## src/rtl/mfb_frame_lng_gen.sv

```systemverilog
// Single-region MFB traffic source: turns a stream of frame lengths into MFB
// frames of exactly those lengths, payload = per-frame counting pattern.
module mfb_frame_lng_gen #(
    parameter int REGIONS     = 1,
    parameter int REGION_SIZE = 4,
    parameter int BLOCK_SIZE  = 8,
    parameter int ITEM_WIDTH  = 8,
    parameter int LNG_WIDTH   = 9
) (
    input  logic                                         CLK,
    input  logic                                         RESET_N,
    input  logic [LNG_WIDTH-1:0]                         LNG_DATA,
    input  logic                                         LNG_SRC_RDY,
    output logic                                         LNG_DST_RDY,
    output logic [REGION_SIZE*BLOCK_SIZE*ITEM_WIDTH-1:0] TX_DATA,
    output logic [$clog2(REGION_SIZE)-1:0]               TX_SOF_POS,
    output logic [$clog2(REGION_SIZE*BLOCK_SIZE)-1:0]    TX_EOF_POS,
    output logic                                         TX_SOF,
    output logic                                         TX_EOF,
    output logic                                         TX_SRC_RDY,
    input  logic                                         TX_DST_RDY
);

    localparam int W   = REGION_SIZE * BLOCK_SIZE;
    localparam int SPW = $clog2(REGION_SIZE);
    localparam int EPW = $clog2(W);
    localparam int BSW = $clog2(BLOCK_SIZE);
    localparam int NBW = SPW + 1;
    localparam int AW  = ((LNG_WIDTH > EPW + 1) ? LNG_WIDTH : EPW + 1) + 1;
    localparam logic [AW-1:0] W_A   = AW'(W);
    localparam logic [AW-1:0] ONE_A = AW'(1);

    if (REGIONS != 1) begin : g_regions_check
        $error("mfb_frame_lng_gen supports REGIONS=1 only");
    end

    typedef enum logic {ST_IDLE, ST_BUSY} state_t;

    state_t                  state_q, state_d;
    logic [LNG_WIDTH-1:0]    rem_q, rem_d;
    logic [NBW-1:0]          nb_q, nb_d;
    logic [ITEM_WIDTH-1:0]   val_q, val_d;
    logic [ITEM_WIDTH-1:0]   seq_q, seq_d;
    logic                    pend_vld_q;
    logic [LNG_WIDTH-1:0]    pend_lng_q;
    logic                    lng_en_q;

    logic [W*ITEM_WIDTH-1:0] tx_data_q;
    logic [SPW-1:0]          tx_sof_pos_q, sof_pos_d;
    logic [EPW-1:0]          tx_eof_pos_q, eof_pos_d;
    logic                    tx_sof_q, sof_d;
    logic                    tx_eof_q, eof_d;
    logic                    tx_src_rdy_q, vld_d;

    logic                    step;
    logic                    consume;
    logic                    consume_fire;
    logic [AW-1:0]           n1;
    logic                    start2;
    logic [AW-1:0]           sp;
    logic [AW-1:0]           e2;
    logic [NBW-1:0]          nb_eff;
    logic [AW-1:0]           free_a;
    logic [AW-1:0]           rem_a;
    logic [AW-1:0]           lng_a;
    wire  [W*ITEM_WIDTH-1:0] tx_data_d;

    assign step         = !tx_src_rdy_q || TX_DST_RDY;
    assign consume_fire = step && consume;
    assign LNG_DST_RDY  = lng_en_q && (!pend_vld_q || consume_fire);

    // n1 items of the continuing frame sit at the bottom of the word; a new
    // frame (if any) occupies [sp, e2) above them.
    always_comb begin
        state_d   = state_q;
        rem_d     = rem_q;
        nb_d      = nb_q;
        val_d     = val_q;
        seq_d     = seq_q;
        consume   = 1'b0;
        n1        = '0;
        start2    = 1'b0;
        sp        = '0;
        e2        = '0;
        sof_d     = 1'b0;
        eof_d     = 1'b0;
        sof_pos_d = '0;
        eof_pos_d = '0;
        nb_eff    = nb_q;
        rem_a     = AW'(rem_q);
        lng_a     = AW'(pend_lng_q);

        if (state_q == ST_BUSY) begin
            if (rem_a <= W_A) begin
                n1        = rem_a;
                eof_d     = 1'b1;
                eof_pos_d = EPW'(rem_a - ONE_A);
                nb_eff    = NBW'(((rem_a - ONE_A) >> BSW) + ONE_A);
                nb_d      = nb_eff;
                state_d   = ST_IDLE;
            end else begin
                n1    = W_A;
                rem_d = LNG_WIDTH'(rem_a - W_A);
                val_d = val_q + ITEM_WIDTH'(W);
            end
        end

        free_a = W_A - (AW'(nb_eff) << BSW);

        if (state_d == ST_IDLE && pend_vld_q) begin
            if (lng_a == '0) begin
                consume = 1'b1;
            end else if (nb_eff < NBW'(REGION_SIZE) && lng_a > free_a) begin
                // Frame cannot end in this word, so one SOF/EOF per word holds.
                consume   = 1'b1;
                sof_d     = 1'b1;
                sof_pos_d = SPW'(nb_eff);
                start2    = 1'b1;
                sp        = W_A - free_a;
                e2        = W_A;
                rem_d     = LNG_WIDTH'(lng_a - free_a);
                val_d     = seq_q + ITEM_WIDTH'(free_a);
                seq_d     = seq_q + ITEM_WIDTH'(1);
                state_d   = ST_BUSY;
            end else if (nb_eff == '0) begin
                consume   = 1'b1;
                sof_d     = 1'b1;
                eof_d     = 1'b1;
                eof_pos_d = EPW'(lng_a - ONE_A);
                start2    = 1'b1;
                e2        = lng_a;
                nb_d      = NBW'(((lng_a - ONE_A) >> BSW) + ONE_A);
                seq_d     = seq_q + ITEM_WIDTH'(1);
            end else begin
                nb_d = '0;
            end
        end

        vld_d = (state_q == ST_BUSY) || start2;
    end

    genvar gi;
    for (gi = 0; gi < W; gi++) begin : g_item
        localparam logic [AW-1:0] K_A = AW'(gi);
        assign tx_data_d[gi*ITEM_WIDTH +: ITEM_WIDTH] =
            (K_A < n1) ? val_q + ITEM_WIDTH'(gi) :
            (start2 && K_A >= sp && K_A < e2) ? seq_q + ITEM_WIDTH'(K_A - sp) :
            '0;
    end

    always_ff @(posedge CLK or negedge RESET_N) begin
        if (!RESET_N) begin
            state_q      <= ST_IDLE;
            rem_q        <= '0;
            nb_q         <= '0;
            val_q        <= '0;
            seq_q        <= '0;
            pend_vld_q   <= 1'b0;
            pend_lng_q   <= '0;
            lng_en_q     <= 1'b0;
            tx_data_q    <= '0;
            tx_sof_pos_q <= '0;
            tx_eof_pos_q <= '0;
            tx_sof_q     <= 1'b0;
            tx_eof_q     <= 1'b0;
            tx_src_rdy_q <= 1'b0;
        end else begin
            lng_en_q <= 1'b1;
            if (LNG_SRC_RDY && LNG_DST_RDY) begin
                pend_vld_q <= 1'b1;
                pend_lng_q <= LNG_DATA;
            end else if (consume_fire) begin
                pend_vld_q <= 1'b0;
            end
            if (step) begin
                state_q      <= state_d;
                rem_q        <= rem_d;
                nb_q         <= nb_d;
                val_q        <= val_d;
                seq_q        <= seq_d;
                tx_data_q    <= tx_data_d;
                tx_sof_pos_q <= sof_pos_d;
                tx_eof_pos_q <= eof_pos_d;
                tx_sof_q     <= sof_d;
                tx_eof_q     <= eof_d;
                tx_src_rdy_q <= vld_d;
            end
        end
    end

    assign TX_DATA    = tx_data_q;
    assign TX_SOF_POS = tx_sof_pos_q;
    assign TX_EOF_POS = tx_eof_pos_q;
    assign TX_SOF     = tx_sof_q;
    assign TX_EOF     = tx_eof_q;
    assign TX_SRC_RDY = tx_src_rdy_q;

endmodule

```

## config.mk

```make
export PLATFORM = sky130hd
export DESIGN_NAME = mfb_frame_lng_gen
export DESIGN_NICKNAME = d
export VERILOG_FILES = /design/src/rtl/mfb_frame_lng_gen.sv
export SDC_FILE = /design/constraint.sdc
export NUM_CORES = 1
export LEC_CHECK = 0
export CORE_MARGIN = 4
export CORE_UTILIZATION = 30
export CTS_CLUSTER_DIAMETER = 120
export DETAILED_ROUTE_END_ITERATION = 6
export HOLD_SLACK_MARGIN = 0.12
export RECOVER_POWER = 50
export SLEW_MARGIN = 15
export SYNTH_ARGS = -nofsm -noshare
export SYNTH_HDL_FRONTEND = slang
export SYNTH_SLANG_ARGS = --single-unit
```

## constraint.sdc

```tcl
create_clock -name CLK -period 7.2 [get_ports CLK]
set_input_delay 2.16 -clock CLK [delete_from_list [all_inputs] [get_ports CLK]]
set_output_delay 2.16 -clock CLK [all_outputs]
set_load 0.03 [all_outputs]
```

==> metrics.md, run 1 <==
| Metric | Value |
|---|---|
| Vias per cell | `between 5 and 6` |
| Non-filler cells, final | `3600` |
| CP Max Fanout | `8` |
| Synth top area share | `~38%` |
| Initial DRC Count | `approximately 3000` |
| Worst slew pin tran | `approximately 3400 ps` |
| DP Wirelength | `76670 um` |
| IO Pins | `280` |
| Vias in the first global route | `roughly 20000` |
| Num CTS Buffers | `39` |
| Failing checks | `max-capacitance violations, max-slew violations` |
| # setup viols final | `0` |
| Placed Area | `24610 um^2` |
| Post-route clock period utilization | `95.36%` |
| DRT Wirelength | `roughly 110000 um` |
| Slew Limit Headroom | `-127.4%` |
| Leading area contributor after synthesis | `dfrtp_1` |
| TNS Setup | `0 ps` |
| Area Growth Syn to Fin | `27.54%` |
| Sequential fraction of the synthesis area | `a little under two fifths` |
| Die area | `72270 um^2` |
| CP arrival | `~4700 ps` |
| Total core area | `between 60000 and 70000 um^2` |
| Async SR Flop Fraction | `100.0%` |
| FMAX | `approximately 150 MHz` |
| Initial Utilization | `30.34%` |
| Drt drc | `0` |
| Post-synth EDFFs | `0` |
| Port Buf Inserts | `279` |
| GPL Wtd Cong | `just over 1` |
| Htree depth | `2` |
| Synth cell types | `89` |
| Share of cells above drive strength 1 | `9.291%` |
| First-pass GRT wire length | `~150000 um` |
| Mapped Area | `about 20000 um^2` |
| WP data required | `about 5000 ps` |
| Die Height | `between 200 and 300 um` |
| Crit path kind | `reg -> out` |
| Clk buf depth | `3` |
| Critical Path Start Type | `flip-flop` |
| Final Max Tran Viols | `between 200 and 250` |
| Synth top cells by count | `nor2_1, dfrtp_1, a21oi_1, nand2_1, clkbuf_1` |
| Fin crit period | `a little under 7000 ps` |
| Critical path capture point type | `primary output` |
| RSZ-0062 raised after global routing | `false` |
| Design area | `between 20000 and 30000 um^2` |
| Overall global routing resource usage | `between 20% and 30%` |
| Placed insts | `roughly 3500` |
| Hold Path Class | `reg -> reg` |
| Max cap viols | `2` |
| Top_reg_cell synth | `dfrtp_1` |
| WL/cell | `29.57 um` |
| Final antenna-violating net count | `0` |
| Final hold viol count | `0` |
| Most frequent cell after synthesis | `nor2_1` |
| Nets@finish | `around 2800` |
| #FFs+latches synth | `about 300` |
| Vias | `roughly 21000` |
| Sink Count | `306` |
| Chip Width | `around 270 um` |
| Clock-pin slew on the worst setup and hold paths | `approximately 60 ps` |
| Drt pass-1 iters | `6` |
| Warnings from Yosys | `0` |
| Pin count of the biggest net entering global routing | `210` |
| Row cnt | `between 90 and 100` |
| Skew-Pair Late Insertion Delay | `roughly 600 ps` |
| Hold_buf cts | `0` |
| Mean post-synth cell area | `around 8.4 um^2` |
| CTS Root Cell | `clkbuf_16` |
| Status | `finished with violations` |
| Gate Count Post-Synth | `2434` |
| Antenna violations before repair | `4` |
| Largest cells by area after synthesis | `dfrtp_1, nor2_1, xnor2_1, a21oi_1, xor2_1` |
| Setup Skew | `slightly above 40 ps` |
| CTS tree | `yes` |
| Grt ovf | `0` |
-- cells in the final DEF (no fill, tap or decap), types with 107 or more instances in the layout --
master / Yosys / layout
o21ai_0: 142 / 138
xnor2_1: 153 / 152
a21oi_1: 236 / 233
dfrtp_1: 306 / 302
clkdlybuf4s50_1: 0 / 144
nand2_1: 182 / 181
xor2_1: 108 / 107
dlygate4sd3_1: 0 / 133
buf_4: 1 / 116
nor2_1: 398 / 397
-- worst max-delay path, cell delays in order (launching register included) --
cell,delay [ps]
dfrtp_1,500
nor2_2,310
nand2_1,110
xnor2_1,160
ha_1,230
xnor2_1,150
or3_1,380
nand4_1,180
nand2_2,90
inv_1,80
ha_2,320
ha_4,310
nand3b_1,120
a21oi_2,160
o21ai_0,150
o31ai_2,340
o211ai_1,160
a21boi_2,240
buf_12,150
-- final timing paths --
path / startpoint / to / slack [ps] / depth (start not counted)
max: rem_q[2]$_DFFE_PN0P_ / LNG_DST_RDY / 330 / 18
min: TX_DATA[27]$_DFFE_PN0N_ / TX_DATA[27]$_DFFE_PN0N_ / 470 / 2
max reg2reg: rem_q[2]$_DFFE_PN0P_ / TX_DATA[189]$_DFFE_PN0N_ / 730 / 27
min reg2reg: TX_DATA[27]$_DFFE_PN0N_ / TX_DATA[27]$_DFFE_PN0N_ / 470 / 2
max in group asynchronous: RESET_N / val_q[0]$_DFFE_PN0P_ / 1710 / 2
min in group asynchronous: RESET_N / TX_SOF$_DFFE_PN0N_ / 1530 / 1
-- logic make-up after synthesis --
family	share of synthesized area [%]
simple gates	16.50
buf+inv	4.763
other cells	0.03680
compound gates	24.07
mux	0.7050
fa+ha+maj	5.199
flops	37.52
xor+xnor	11.20
-- routing by layer --
metal	global-route usage, %	wire length [um]	up-vias	share of wire (%)
met5	0	23	-	0.022
met2	42.06	45080	1367	42
met4	15.58	6857	4	6.4
met1	38.47	42960	10260	40
li1	-	-	9125	-
met3	7.263	11520	312	11
-- registers in the layout, summed over array words and instances (netlist names) --
| name | flops |
|---|---|
| TX_DATA | 256 |
| TX_EOF | 1 |
| TX_EOF_POS | 5 |
| TX_SOF | 1 |
| TX_SOF_POS | 2 |
| TX_SRC_RDY | 1 |
| lng_en_q | 1 |
| nb_q | 3 |
| pend_lng_q | 9 |
| pend_vld_q | 1 |
| rem_q | 9 |
| seq_q | 8 |
| state_q | 1 |
| val_q | 8 |
-- cell type report --
cell class | instances | area [um^2]
timing repair buffer | 400 | 3749
antenna | 4 | 10.01
clock buffer | 51 | 1102
sequential | 306 | 7662
clock inverter | 16 | 236.5
tap | 873 | 1092
inverter | 67 | 251.5
fill | 6881 | 41250
multi-input combinational | 1883 | 11930
-- metrics by stage --
stage                     utilization, %  setup slack (ps)  hold slack (ps)
after global routing               38.68             45.68            496.9
after floorplan                        -             454.9            466.2
after detailed placement           36.58             372.7            474.0
after global placement             36.57             445.4            466.5
final                              38.69             333.9            473.1
after CTS                          38.60             37.33            486.8
-- timing repair --
action	in CTS	in global routing
hold endpoints to repair	0	0
gates resized for setup	4	14
pin swaps	0	3
endpoints found under the setup margin	1	3
buffers inserted	0	1
Power of run 1 is not shown: default switching activity piles up to over one toggle a cycle in this logic, so the estimate is an artifact.
==> run 2, diff against run 1 <==
--- a/config.mk
+++ b/config.mk
@@ -9,6 +9,7 @@
 export CORE_UTILIZATION = 30
 export CTS_CLUSTER_DIAMETER = 120
 export DETAILED_ROUTE_END_ITERATION = 6
+export DONT_BUFFER_PORTS = 1
 export HOLD_SLACK_MARGIN = 0.12
 export RECOVER_POWER = 50
 export SLEW_MARGIN = 15
==> run 2 against run 1 <==
  * The flow now finishes without violations
  * Critical path type unchanged
  * Core utilization fell by 4.4 points
  * Routed wire length is 2.2% lower
  * Via count shrank 4.7%
  * Non-clock buffer count fell by 283
  * Critical endpoint unchanged
  * Die area stayed put
  * Critical path depth up 1
  * Cell area decreased by 11%
  * Fmax decreased by 1.4%
  * Highest routed layer unchanged
==> metrics.md, run 2 (synthesis gave the netlist of run 1 again) <==
| Metric | Value |
|---|---|
| Status | `complete, no violations` |
| CP Max Fanout | `10 (+2)` |
| FMAX | `143.6 MHz (-1.4%)` |
| Die Height | `268.8 um (unchanged)` |
| RR Startpoint | `rem_q[0]$_DFFE_PN0P_` |
| Slew Limit Headroom | `4.421% (+130 points)` |
| CTS Root Cell | `clkbuf_16` |
| Critical path capture point type | `primary output` |
| Design area | `23100 um^2 (-11%)` |
| Num CTS Buffers | `37 (-5.1%)` |
| Clock-pin slew on the worst setup and hold paths | `70 ps (about the same)` |
| Initial Utilization | `30.34% (unchanged)` |
| Final antenna-violating net count | `0 (unchanged)` |
| Port Buf Inserts | `0 (-100%)` |
| Critical Path Start Type | `flip-flop` |
| Nets@finish | `2505 (-10%)` |
| Chip Width | `268.8 um (unchanged)` |
| Clk buf depth | `3 (unchanged)` |
| Drt pass-1 iters | `6 (unchanged)` |
| Worst r2r dst | `TX_DATA[110]$_DFFE_PN0N_` |
| Most common cell after layout, fill and taps aside | `nor2_1` |
| Fin crit period | `6964 ps (+97.59 ps)` |
| # diodes | `0 (-4)` |
| Max reg flops | `256 (unchanged)` |
| Flop2flop setup slack | `620 ps (-110 ps)` |
| Skew-Pair Late Insertion Delay | `590 ps (about the same)` |
| # setup viols final | `0 (unchanged)` |
| DP Wirelength | `75240 um (-1.9%)` |
| Setup Skew | `25.76 ps (-14.89 ps)` |
| Sink Count | `306 (unchanged)` |
| Placed Area | `21720 um^2 (-12%)` |
| Area Growth Syn to Fin | `13.20%` |
| Die area | `72270 um^2 (unchanged)` |
| Vias in the first global route | `19120 (-5.7%)` |
| CP arrival | `4800 ps (+90 ps)` |
| FILL cells | `7019 (+2.0%)` |
| Pin count of the biggest net entering global routing | `307 (+46%)` |
| WL/cell | `31.40 um (+6.2%)` |
| Antenna violations before repair | `3 (-1)` |
| Worst setup endpoint | `LNG_DST_RDY` |
| DRT Wirelength | `104100 um (-2.2%)` |
| GPL Wtd Cong | `1.047 (+1.8%)` |
| WP data required | `5040 ps (about the same)` |
| Worst slew pin tran | `1434 ps (-1977 ps)` |
| Final hold viol count | `0 (unchanged)` |
| Hold Path Class | `reg -> reg` |
| Share of cells above drive strength 1 | `10.04% (+0.75 points)` |
| First-pass GRT wire length | `144500 um (-3.8%)` |
| Row cnt | `95 (unchanged)` |
| Vias per cell | `6.058 (+3.5%)` |
| Max cap viols | `0 (-2)` |
| Final Max Tran Viols | `0 (-100%)` |
| Crit path from | `rem_q[0]$_DFFE_PN0P_` |
| Overall global routing resource usage | `27.62% (-0.94 points)` |
| Initial DRC Count | `2814 (-6.9%)` |
| Total core area | `67280 um^2 (unchanged)` |
| Area of the multi-input gates | `11880 um^2 (-0.42%)` |
| CTS tree | `yes` |
| IO Pins | `280 (unchanged)` |
| Crit path kind | `reg -> out` |
| Reg2Reg Depth | `27 (unchanged)` |
| Post-route clock period utilization | `96.72% (+1.4 points)` |
| Storage element area | `7662 um^2 (unchanged)` |
| Drt drc | `0 (unchanged)` |
| Most frequent cells in the layout | `nor2_1, dfrtp_1, a21oi_1` |
| Htree depth | `2 (unchanged)` |
| Grt ovf | `0 (unchanged)` |
| Vias | `20080 (-4.7%)` |
run 2: critical path: stages, from the launching register on:
cell and delay (ps):
dfrtp_1 460, inv_1 150, ha_1 210, nor4bb_1 280, a31oi_2 200, buf_4 190, inv_1 60, buf_4 180
nand4_1 190, nand2_1 170, inv_1 60, ha_1 400, ha_4 330, nand3b_1 100, a21oi_1 180, o21ai_0 150
o31ai_2 350, o211ai_1 160, a21boi_0 210, buf_4 190
run 2: cell type report:
class,instances,share of cell area (%)
multi-input cells,1883,51.41
flip-flops and latches,306,33.17
clock buffers,50,4.793
well taps,873,4.728
repair buffers,117,3.910
inverters,67,1.089
clock inverters,18,0.9044
run 2: how the worst min path moves through the flow:
stage	endpoint	start	depth (start not counted)	slack [ps]
floorplan	pend_vld_q$_DFFE_PN0P_	lng_en_q$_DFF_PN0_	1	470
global placement	pend_vld_q$_DFFE_PN0P_	lng_en_q$_DFF_PN0_	1	470
detailed placement	pend_vld_q$_DFFE_PN0P_	lng_en_q$_DFF_PN0_	1	480
CTS	pend_vld_q$_DFFE_PN0P_	lng_en_q$_DFF_PN0_	1	490
global route	pend_vld_q$_DFFE_PN0P_	lng_en_q$_DFF_PN0_	1	500
finish	pend_vld_q$_DFFE_PN0P_	lng_en_q$_DFF_PN0_	1	490
run 2: layer usage:
layer	up-vias	global-route usage [%]	part of all wire, %
met4	4	16.19	7.3
met1	9756	34.08	37
met3	346	11.71	14
met2	1387	40.35	42
li1	8584	-	-
met5	-	0	0.025
run 2: metrics by stage:
| stage | hold WS (ps) | setup TNS (ps) | util [%] | instances | setup slack [ps] |
|---|---|---|---|---|---|
| after floorplan | 466.2 | 0 | - | 2436 | 454.9 |
| after global routing | 504.8 | -2.443 | 34.34 | 3314 | -2.443 |
| final | 490.1 | 0 | 34.34 | 3314 | 236.3 |
| after global placement | 469.6 | 0 | 32.29 | 3244 | 445.3 |
| after CTS | 487.9 | 0 | 34.27 | 3312 | 85.79 |
| after detailed placement | 481.6 | 0 | 32.29 | 3244 | 489.1 |
run 2: timing repair:
action,CTS,global route
endpoints found under the setup margin,1,1
buffers inserted,0,2
pin swaps,0,2
hold buffers,0,0
resized for setup,3,5
Power of run 2 is left out for the same reason.
